==> src/rtl/reg_mux_arb.sv <==
// reg_mux_arb: N-channel valid/ready multiplexer feeding a single output register.
// Mode 0 takes the channel named by sel. Mode 1 is a round-robin search that
// starts at ptr. The output register can pop and load on the same edge, so
// back-to-back transfers run at full rate with no bubble.
module reg_mux_arb #(
  parameter int WIDTH = 32,
  parameter int N     = 4,
  localparam int SELW = (N > 1) ? $clog2(N) : 1
) (
  input  logic               clk,
  input  logic               rst,
  input  logic [N*WIDTH-1:0] in_data,
  input  logic [N-1:0]       in_valid,
  output logic [N-1:0]       in_ready,
  input  logic               mode,
  input  logic [SELW-1:0]    sel,
  output logic [WIDTH-1:0]   out_data,
  output logic               out_valid,
  input  logic               out_ready,
  output logic [SELW-1:0]    out_ch
);

  typedef enum logic {
    EMPTY = 1'b0,
    FULL  = 1'b1
  } state_t;

  state_t            state_q, state_d;
  logic [WIDTH-1:0]  out_data_q, out_data_d;
  logic [SELW-1:0]   out_ch_q, out_ch_d;
  logic [SELW-1:0]   ptr_q, ptr_d;

  logic              load_en;
  logic              grant;
  logic [SELW-1:0]   gnt_idx;
  logic              xfer;

  assign out_valid = (state_q == FULL);
  assign out_data  = out_data_q;
  assign out_ch    = out_ch_q;

  // The register can take new data when it is empty or is being drained this cycle.
  assign load_en = !out_valid || out_ready;

  // Grant selection: direct select in mode 0, round-robin search from ptr in mode 1.
  always_comb begin
    int              idx;
    logic [SELW-1:0] cand;
    grant   = 1'b0;
    gnt_idx = '0;
    idx     = 0;
    cand    = '0;
    if (!mode) begin
      if ((int'(sel) < N) && in_valid[sel]) begin
        grant   = 1'b1;
        gnt_idx = sel;
      end
    end else begin
      for (int k = 0; k < N; k++) begin
        idx = int'(ptr_q) + k;
        if (idx >= N) idx = idx - N;
        cand = idx[SELW-1:0];
        if (!grant && in_valid[cand]) begin
          grant   = 1'b1;
          gnt_idx = cand;
        end
      end
    end
  end

  // A transfer needs a grant and room in the register. It is blocked while reset is held.
  assign xfer = grant && load_en && !rst;

  // Only the granted channel sees ready. All ready bits are low under backpressure or reset.
  always_comb begin
    in_ready = '0;
    if (xfer) in_ready[gnt_idx] = 1'b1;
  end

  // Output register next state: load on transfer, drop to EMPTY on pop without a grant.
  always_comb begin
    state_d    = state_q;
    out_data_d = out_data_q;
    out_ch_d   = out_ch_q;
    ptr_d      = ptr_q;
    if (xfer) begin
      state_d    = FULL;
      out_data_d = in_data[int'(gnt_idx)*WIDTH +: WIDTH];
      out_ch_d   = gnt_idx;
      if (int'(gnt_idx) == N - 1) ptr_d = '0;
      else                        ptr_d = gnt_idx + SELW'(1);
    end else if (state_q == FULL && out_ready) begin
      state_d = EMPTY;
    end
  end

  // State registers. Reset clears everything, including held data.
  always_ff @(posedge clk or posedge rst) begin
    if (rst) begin
      state_q    <= EMPTY;
      out_data_q <= '0;
      out_ch_q   <= '0;
      ptr_q      <= '0;
    end else begin
      state_q    <= state_d;
      out_data_q <= out_data_d;
      out_ch_q   <= out_ch_d;
      ptr_q      <= ptr_d;
    end
  end

endmodule

==> config.mk <==
export PLATFORM = sky130hd
export DESIGN_NAME = reg_mux_arb
export DESIGN_NICKNAME = d
export VERILOG_FILES = /design/src/rtl/reg_mux_arb.sv
export SDC_FILE = /design/constraint.sdc
export NUM_CORES = 1
export LEC_CHECK = 0
export ABC_AREA = 1
export CAP_MARGIN = 40
export CELL_PAD_IN_SITES_DETAIL_PLACEMENT = 0
export CELL_PAD_IN_SITES_GLOBAL_PLACEMENT = 1
export CORE_MARGIN = 5
export CORE_UTILIZATION = 27
export DETAILED_ROUTE_END_ITERATION = 6
export GPL_ROUTABILITY_DRIVEN = 0
export GPL_TIMING_DRIVEN = 0
export HOLD_SLACK_MARGIN = 0.06
export MAX_ROUTING_LAYER = met4
export PLACE_DENSITY = 0.92
export SLEW_MARGIN = 10
export SYNTH_ARGS = -nofsm -noshare
export SYNTH_HDL_FRONTEND = slang
export SYNTH_SLANG_ARGS = --single-unit
==> constraint.sdc <==
create_clock -name clk -period 7.3 [get_ports clk]
set_clock_uncertainty 0.1 [all_clocks]
set_input_delay 1.46 -clock clk [delete_from_list [all_inputs] [get_ports clk]]
set_output_delay 1.46 -clock clk [all_outputs]
set_load 0.01 [all_outputs]
==> results.json <==
{
  "status": "completed",
  "start_util": 0.275,
  "portBuffers": 175,
  "die_w_um": 118,
  "critPathMaxStageDelay_ns": 0.55,
  "timing.fmax_ghz": 0.174,
  "crit_fanout": 10,
  "track_usage": 0.175,
  "critPathBufInv": 7,
  "syn2layout_area_growth_pct": 67.5,
  "htree_levels": 2,
  "synth.distinct_cells": 25,
  "hold_buffers": 0,
  "core_um2": 11400,
  "nets": 872,
  "drtIter0Drc": 232,
  "dp_slack_ns": 1.53,
  "seq_area_frac_synth": 0.296,
  "grt.met2_usage": 0.309,
  "clockBufferDepth": 2,
  "grt_pass1_vias": 3996,
  "hold_violations": 0,
  "r2r_cells": 14,
  "min_path_type": "flip-flop to flip-flop",
  "synthesis.area_um2": 3130,
  "end_kind": "output pin",
  "final_cell_mix": "301 x nand2_1, 175 x clkdlybuf4s50_1, 92 x nand3_1, 52 x inv_1, 37 x dfrtp_1",
  "n_antenna_cell": 0,
  "power_density_nw_per_um2": 334,
  "grt_first_pass_wirelength_mm": 19.8,
  "ys_ff_latch": 37,
  "grt_max_degree": 37,
  "worst_slew_pin_slew_ns": 0.469,
  "drc": 0,
  "ios": 177,
  "cts_sinks": 37,
  "vias": 3937,
  "vdd_drop_max_mv": 0.127,
  "fin_tns_setup_ns": 0,
  "setup_viol": 0,
  "stdcell_count": 877,
  "grtUsageMet1": 0.208,
  "drive_above_1_share": 0.0668,
  "path_class": "primary input to output pin",
  "worstSkewPairLatency_ns": 0.27,
  "first_pass_iters": 4,
  "ant_nets": 0,
  "clk_pin_slew_ns": 0.06,
  "final_common_cell": "nand2_1",
  "grt_use_met3": 0.0235,
  "fin_ws_ns": 1.54,
  "antenna_found_initial": 0,
  "syn_area_per_cell_um2": 5.69,
  "cp.required_ns": 5.74,
  "cp.arrival_ns": 4.20,
  "drt-total-wl_mm": 12.0,
  "crit_chain": "clkdlybuf4s50_1 > inv_1 > o21ai_0 > nand2_1 > o21ai_0 > inv_1 > nor2_1 > nand2_1 > nand2_4 > buf_8 > buf_8 > ha_1 > inv_1 > nor2_1 > clkdlybuf4s50_1",
  "post-cts-setup-buffers": 0,
  "worstHoldPathCells": 2,
  "maxSlewHeadroom": 0.688,
  "worst_path_max_delay_cell": "clkdlybuf4s50_1",
  "ys_warn_count": 0,
  "period_share": 0.789,
  "drv_cap": 0,
  "leakage_nw": 2.76,
  "fillCellCount": 1215,
  "cts_tree": "yes",
  "crit_family": "buffers and inverters",
  "grt_setup_unrepaired": "no",
  "crit_path_frequent_cell": "inv_1",
  "cts_resized": 0,
  "rows": 39,
  "dp_hpwl_mm": 9.83,
  "min_period_ns": 5.76,
  "grt_overflow": 0,
  "worst-path-stages": 15,
  "start_kind": "primary input",
  "via_per_inst": 4.49,
  "slew_violations": 0,
  "grt.busiest_layer": "met2",
  "synthCells": 550,
  "cts_root_buf": "clkbuf_16",
  "place_inst": 869,
  "wire_per_inst_um": 13.7,
  "cts-buffers-inserted": 5,
  "die-area_um2": 13800,
  "fp.dieH_um": 118,
  "syn-num-nets": 689
}
==> layer usage <==
layer,up-vias,share of wire
met5,-,0
met4,0,0.023
met3,16,0.048
met2,112,0.51
met1,1765,0.42
li1,2044,-
==> power by group <==
| group | switching (W) | internal [W] | total (W) |
|---|---|---|---|
| sequential | 0.0000567 | 0.000298 | 0.000355 |
| combinational | 0.000663 | 0.000505 | 0.00117 |
| clock | 0.0000820 | 0.000146 | 0.000228 |
==> worst min-delay path, delay by kind of cell (launching register included) <==
family           cells  cell delay, ns
DFF                  1            0.34
and+or+nand+nor      2            0.10
==> metrics by stage <==
step | hold WS (ns) | power, W | util | area [um2]
global placement | 0.363 | 0.00152 | 0.445 | 5060
finish | 0.374 | 0.00175 | 0.461 | 5240
CTS | 0.382 | 0.00178 | 0.461 | 5240
global route | 0.405 | 0.00193 | 0.461 | 5240
detailed placement | 0.364 | 0.00153 | 0.447 | 5080
floorplan | 0.414 | 0.00106 | - | 3130
==> Yosys cell counts <==
cell type    n  area (um2)
nand2_1    301        1130
nand3_1     92         460
inv_1       53         199
dfrtp_1     37         926
buf_2       14        70.1
nor2_1       9        33.8
buf_4        8        60.1
o21ai_0      7        35.0
clkbuf_1     5        18.8
inv_2        4        15.0
nand2_2      3        18.8
buf_1        2        7.51
buf_8        2        30.0
nand3_2      2        20.0
a21oi_1      1        5.00
a21oi_2      1        8.76
buf_6        1        11.3
ha_1         1        12.5
nand2_4      1        11.3
nand3_4      1        17.5
nand3b_1     1        7.51
nor2_4       1        11.3
nor3_1       1        5.00
o21ai_1      1        5.00
o21ai_2      1        8.76
==> path summary, 6_finish.rpt <==
| kind | endpoint | slack, ns | start |
|---|---|---|---|
| max | in_ready[3] | 1.54 | in_valid[2] |
| min | out_data[13] | 0.37 | out_data[13] |
| max reg2reg | ptr_q[1] | 4.93 | ptr_q[0] |
| min reg2reg | out_data[13] | 0.37 | out_data[13] |
| max in group asynchronous | out_data[30] | 5.45 | rst |
| min in group asynchronous | out_data[9] | 1.27 | rst |
==> flip-flops by register name (all words and copies together), names as in the netlist <==
signal     cells
out_data      32
ptr_q          2
out_ch         2
out_valid      1
==> kinds of logic (layout without fill, tap and decap cells) <==
kind of cell,Yosys count,after routing,share of synthesized area
simple gates,412,412,0.548
fa+ha+maj,1,1,0.00400
flops,37,37,0.296
compound gates,11,11,0.0200
buf+inv,89,273,0.132
==> layout make-up <==
cell class                 count  area (um2)  share of cell area
inverter                      57         214              0.0408
clock buffer                   7         153              0.0291
tap                          143         179              0.0341
sequential                    37         926               0.177
timing repair buffer         176        1770               0.338
buffer                        32         198              0.0377
multi-input combinational    424        1790               0.342
clock inverter                 1        8.76             0.00167
(Power assumes the default switching activity.)
